`src/rtl/la_pkg.sv`:
```
// Shared definitions for the logic-analyzer blocks: default RAM geometry and
// the dump-read state encoding used by the command processor and capture control.
package la_pkg;

    localparam int LA_ENTRIES = 384;
    localparam int LA_LOG2    = 9;

    typedef enum logic [1:0] {
        IDLE  = 2'd0,
        PRIME = 2'd1,
        SEND  = 2'd2,
        DONE  = 2'd3
    } rd_state_t;

endpackage

```
`src/rtl/dump_rd_ctrl_if.sv`:
```
// Bundle between the command processor / UART side (master) and the dump read
// controller (slave), including the shared RAM read address and enable.
interface dump_rd_ctrl_if #(
    parameter int LOG2 = la_pkg::LA_LOG2
);
    logic            strt_rd;
    logic            resp_sent;
    logic [LOG2-1:0] ram_addr;
    logic [LOG2-1:0] raddr;
    logic            ren;
    logic            rd_busy;
    logic            rd_done;

    modport master (
        output strt_rd, resp_sent, ram_addr,
        input  raddr, ren, rd_busy, rd_done
    );

    modport slave (
        input  strt_rd, resp_sent, ram_addr,
        output raddr, ren, rd_busy, rd_done
    );
endinterface

```
`src/rtl/addr_wrap_inc.sv`:
```
// Circular address increment for RAMs whose depth need not be a power of two;
// also used by the capture write-address logic.
module addr_wrap_inc #(
    parameter int ENTRIES = la_pkg::LA_ENTRIES,
    parameter int LOG2    = la_pkg::LA_LOG2
) (
    input  logic [LOG2-1:0] a,
    output logic [LOG2-1:0] nxt
);
    localparam logic [LOG2-1:0] LAST = LOG2'(ENTRIES - 1);

    assign nxt = (a == LAST) ? '0 : a + 1'b1;
endmodule

```
`src/rtl/dump_rd_ctrl.sv`:
```
// Dump read sequencer: replays every RAM entry oldest-first, one read per byte
// acknowledged by the UART, starting just after the last captured address.
module dump_rd_ctrl
    import la_pkg::*;
#(
    parameter int ENTRIES = LA_ENTRIES,
    parameter int LOG2    = LA_LOG2
) (
    input  logic               clk,
    input  logic               rst_n,
    dump_rd_ctrl_if.slave      bus
);
    localparam logic [LOG2-1:0] LAST_CNT = LOG2'(ENTRIES - 1);

    rd_state_t       state_reg;
    logic [LOG2-1:0] raddr_reg;
    logic [LOG2-1:0] cnt_reg;
    logic            ren_reg;
    logic            rd_busy_reg;
    logic            rd_done_reg;

    // Slot 0 wraps the start point (ram_addr), slot 1 advances the read pointer.
    logic [LOG2-1:0] inc_in  [2];
    logic [LOG2-1:0] inc_out [2];

    assign inc_in[0] = bus.ram_addr;
    assign inc_in[1] = raddr_reg;

    generate
        for (genvar gi = 0; gi < 2; gi++) begin : g_inc
            addr_wrap_inc #(
                .ENTRIES (ENTRIES),
                .LOG2    (LOG2)
            ) u_inc (
                .a   (inc_in[gi]),
                .nxt (inc_out[gi])
            );
        end
    endgenerate

    // ren is registered so that it is high for exactly the PRIME cycle.
    always_ff @(posedge clk or negedge rst_n) begin
        if (!rst_n) begin
            state_reg   <= IDLE;
            raddr_reg   <= '0;
            cnt_reg     <= '0;
            ren_reg     <= 1'b0;
            rd_busy_reg <= 1'b0;
            rd_done_reg <= 1'b0;
        end else begin
            case (state_reg)
                IDLE, DONE: begin
                    if (bus.strt_rd) begin
                        raddr_reg   <= inc_out[0];
                        cnt_reg     <= '0;
                        rd_done_reg <= 1'b0;
                        rd_busy_reg <= 1'b1;
                        ren_reg     <= 1'b1;
                        state_reg   <= PRIME;
                    end
                end
                PRIME: begin
                    ren_reg   <= 1'b0;
                    state_reg <= SEND;
                end
                SEND: begin
                    if (bus.resp_sent) begin
                        if (cnt_reg == LAST_CNT) begin
                            rd_done_reg <= 1'b1;
                            rd_busy_reg <= 1'b0;
                            state_reg   <= DONE;
                        end else begin
                            cnt_reg   <= cnt_reg + 1'b1;
                            raddr_reg <= inc_out[1];
                            ren_reg   <= 1'b1;
                            state_reg <= PRIME;
                        end
                    end
                end
                default: begin
                    ren_reg     <= 1'b0;
                    rd_busy_reg <= 1'b0;
                    state_reg   <= IDLE;
                end
            endcase
        end
    end

    assign bus.raddr   = raddr_reg;
    assign bus.ren     = ren_reg;
    assign bus.rd_busy = rd_busy_reg;
    assign bus.rd_done = rd_done_reg;
endmodule

```
`src/flat_wrapper.sv`:
```
// flat-port wrapper written by rule: the top's interface ports become plain ports
module dump_rd_ctrl_flat import la_pkg::*;
#(
    parameter int ENTRIES = LA_ENTRIES,
    parameter int LOG2    = LA_LOG2
)
  (clk, rst_n, bus_strt_rd, bus_resp_sent, bus_ram_addr, bus_raddr, bus_ren, bus_rd_busy, bus_rd_done);
  dump_rd_ctrl_if #(.LOG2(LOG2)) bus_i ();
  input  logic clk;
  input  logic rst_n;
  input wire logic [$bits(bus_i.strt_rd)-1:0] bus_strt_rd;
  input wire logic [$bits(bus_i.resp_sent)-1:0] bus_resp_sent;
  input wire logic [$bits(bus_i.ram_addr)-1:0] bus_ram_addr;
  output wire logic [$bits(bus_i.raddr)-1:0] bus_raddr;
  output wire logic [$bits(bus_i.ren)-1:0] bus_ren;
  output wire logic [$bits(bus_i.rd_busy)-1:0] bus_rd_busy;
  output wire logic [$bits(bus_i.rd_done)-1:0] bus_rd_done;
  assign bus_i.strt_rd = bus_strt_rd;
  assign bus_i.resp_sent = bus_resp_sent;
  assign bus_i.ram_addr = bus_ram_addr;
  assign bus_raddr = bus_i.raddr;
  assign bus_ren = bus_i.ren;
  assign bus_rd_busy = bus_i.rd_busy;
  assign bus_rd_done = bus_i.rd_done;
  dump_rd_ctrl #(.ENTRIES(ENTRIES), .LOG2(LOG2)) u_core (.clk(clk), .rst_n(rst_n), .bus(bus_i));
endmodule
```
`config.mk`:
```
export PLATFORM = sky130hd
export DESIGN_NAME = dump_rd_ctrl_flat
export DESIGN_NICKNAME = d
export VERILOG_FILES = /design/src/rtl/la_pkg.sv /design/src/rtl/dump_rd_ctrl_if.sv /design/src/rtl/addr_wrap_inc.sv /design/src/rtl/dump_rd_ctrl.sv /design/src/flat_wrapper.sv
export SDC_FILE = /design/constraint.sdc
export NUM_CORES = 1
export LEC_CHECK = 0
export CAP_MARGIN = 10
export CORE_MARGIN = 10
export CORE_UTILIZATION = 51
export DETAILED_ROUTE_END_ITERATION = 7
export GPL_ROUTABILITY_DRIVEN = 0
export MAX_ROUTING_LAYER = met4
export PLACE_DENSITY = 0.85
export SYNTH_ARGS = -nofsm -noshare
export SYNTH_HDL_FRONTEND = slang
export SYNTH_SLANG_ARGS = --single-unit
```
`constraint.sdc`:
```
create_clock -name clk -period 4.3 [get_ports clk]
set_clock_uncertainty 0.2 [all_clocks]
set_input_delay 0.86 -clock clk [delete_from_list [all_inputs] [get_ports clk]]
set_output_delay 0.86 -clock clk [all_outputs]
set_load 0.1 [all_outputs]
```
==> impl_metrics.tcl <==
set metrics [dict create \
    outcome "complete, no violations" \
    p_leak_nw 0.690 \
    layout-drive-gt1-share_pct 5.82 \
    hold_buffers 0 \
    core-area_mm2 0.00273 \
    hold_path_startpoint "u_core.cnt_reg[8]" \
    cap_violations 0 \
    path_clk_slew_ns 0.14 \
    hold_path_class "flip-flop to flip-flop" \
    routedWlPerCell_um 15.9 \
    ios 25 \
    htree_levels 1 \
    cp_top_family "buffers and inverters" \
    synthMostInstantiatedCell "dfrtp_1" \
    ys_async_sr_fraction_pct 100 \
    slowest_delay_ns 1.17 \
    ir_drop_v 0.000640 \
    clock_path_buffers 2 \
    slowest_stage "clkdlybuf4s50_1" \
    cp.buffers_inverters 1 \
    cp_max_fo 6 \
    synthTopCellsByCount "dfrtp_1, nand2_1, o21ai_0" \
    die_x_um 73.3 \
    ys_ff_latch 23 \
    worst_skew_pair.late_latency_ns 0.32 \
    diodes 0 \
    r2r_slack_ns 1.28 \
    hpwlAfterDp_um 2620 \
    timing.rr.end "u_core.bus.raddr[2]" \
    grt_pass1_wl_um 6120 \
    drt_wl_total_um 3510 \
    port_buffers 24 \
    placed_area_mm2 0.00169 \
    worstSetupEndpointType "output pin" \
    setup_slack_ns 1.27 \
    period_needed_ns 3.03 \
    grt_pass1_vias 1348 \
    hold_violations 0 \
    cp_cell_sequence "clkdlybuf4s50_1" \
    fmax_mhz 330 \
    synth_edf_count 0 \
    cp_data_required_time_ns 3.24 \
    rr_startpoint "u_core.state_reg[0]" \
    post_cts_buffers 0 \
    post-route-period-util_pct 70.4 \
    drc 0 \
    clock_sinks 23 \
    synthAdderAreaFrac_pct 4.33 \
    dpl_worst_slack_ns 1.21 \
    numCtsBuffers 3 \
    grt_max_degree 25 \
    dieHeight_um 73.3 \
    power_density_mw_per_mm2 734 \
    dieArea_mm2 0.00537 \
    rsz0062_at_grt "false" \
    vias 1347 \
    synth_top_area_share_pct 39.8 \
    synth-xor-area-share_pct 3.03 \
    timing.hold.ws_ns 0.331 \
    root_buffer "clkbuf_4" \
    num_rows 19 \
    drtAntennaViolNets 0 \
    dr.pass1.iters 4 \
    vias_per_cell 6.12 \
    whs_path_depth 1 \
    start_kind "flip-flop" \
    yosysWarnings 0 \
    track_usage_pct 14.3 \
    reg2regPathDepth 7 \
    fin_setup_tns_ns 0 \
    drtIter0Drc 108 \
    yosysTopAreaCell "dfrtp_1" \
    netlist_top_cells_area "dfrtp_1, nand2_1, o21ai_0, ha_1, a21oi_1" \
    area_growth_pct 18.9 \
    fin_nets 208 \
    relSlewSlack_pct 30.0 \
    ys_types 46 \
    setup_viol 0 \
    yosys_most_used_dff "dfrtp_1" \
    cts_tree "yes" \
    initial_utilization_pct 52.9 \
    min_to "u_core.cnt_reg[8]" \
    crit_type "flip-flop to output pin" \
    antenna_found_initial 0 \
    yosysSeqAreaShare_pct 39.8 \
    worst_pin_slew_ns 1.05 \
    synth_top_family_by_area "simple AND/OR/NAND/NOR gates" \
    syn_nets 184 \
    yosys-mux-area-fraction_pct 1.47 \
    yosys.area_share.simple_pct 24.0 \
    postLayoutCellArea_mm2 0.00172 \
    cts_resized 0 \
    syn_area_mm2 0.00145 \
    synth.avg_cell_area_um2 8.71 \
    finalMaxSlewViolations 0 \
    grt-ovfl-total 0 \
    cp_data_arrival_time_ns 1.97 \
    synthCells 166 \
    synth_compound_area_share_pct 23.4 \
]
routing by layer:
layer	track usage [%]	wire length [µm]	up-vias
met1	17.2	1570	648
met4	2.95	11	0
li1	-	-	658
met3	3.90	223	2
met5	-	0	-
met2	23.5	1700	39
worst max path at each step:
| stage | startpoint | end | slack [ns] | depth (start not counted) |
|---|---|---|---|---|
| after detailed placement | bus_strt_rd | u_core.bus.raddr[2] | 1.21 | 6 |
| after global placement | bus_strt_rd | u_core.cnt_reg[8] | 1.27 | 6 |
| after CTS | u_core.bus.raddr[6] | bus_raddr[6] | 1.26 | 1 |
| final | u_core.bus.raddr[6] | bus_raddr[6] | 1.27 | 1 |
| after global routing | u_core.state_reg[0] | u_core.bus.raddr[2] | 1.11 | 7 |
| after floorplan | u_core.bus.raddr[0] | u_core.bus.raddr[7] | 1.77 | 6 |
per-stage QoR:
| stage | cells | util [%] | power [W] |
|---|---|---|---|
| 2_1_floorplan | 166 | - | 0.000994 |
| 3_3_place_gp | 216 | 61.9 | 0.00114 |
| 3_5_place_dp | 216 | 61.9 | 0.00116 |
| 4_1_cts | 220 | 62.9 | 0.00127 |
| 5_1_grt | 220 | 62.9 | 0.00134 |
| 6_report | 220 | 62.9 | 0.00126 |
layout by cell type, fill, tap and decap left out, types with 2 or more instances in the layout:
cell type        synthesis  routed
inv_1                    6       6
xnor2_1                  2       2
o21ai_1                  4       4
dfrtp_1                 23      23
nand4_1                  2       2
a31oi_1                  4       4
nor4_1                   2       2
nor2b_1                  2       2
nand3_1                  8       8
o32ai_1                  2       2
nand3b_1                 2       2
nor3_1                   3       3
a21oi_1                 12      12
clkbuf_4                 0       3
o21ai_0                 16      16
ha_1                     5       5
nor2_1                  11      11
nand2_1                 22      22
nor4b_1                  2       2
and3_1                   2       2
a211o_1                  2       2
xor2_1                   3       3
and4_1                   2       2
clkdlybuf4s50_1          0      24
or3_1                    3       3
o31ai_1                  2       2
cell families (layout without fill, tap and decap cells):
kind of cell	count (synthesis)	in the layout
adder cells (fa/ha/maj)	5	5
XOR/XNOR	5	5
multiplexers	2	2
flip-flops	23	23
AO/OA/AOI/OAI	53	53
buffers and inverters	11	34
AND/OR/NAND/NOR	67	67
power breakdown:
group          total (W)  leakage, nW  switching, W  internal [W]
sequential      0.000352        0.294     0.0000718      0.000280
clock           0.000103       0.0177     0.0000683     0.0000348
combinational   0.000807        0.378      0.000592      0.000215
area by class of cell:
| cell class | instances | area [µm²] |
|---|---|---|
| Fill cell | 239 | 1010 |
| Tap cell | 31 | 38.8 |
| Multi-Input combinational cell | 132 | 815 |
| Inverter | 6 | 22.5 |
| Clock inverter | 1 | 5.00 |
| Clock buffer | 3 | 22.5 |
| Sequential cell | 23 | 576 |
| Timing Repair Buffer | 24 | 240 |
Note: power is estimated with default switching activity, not from simulation.
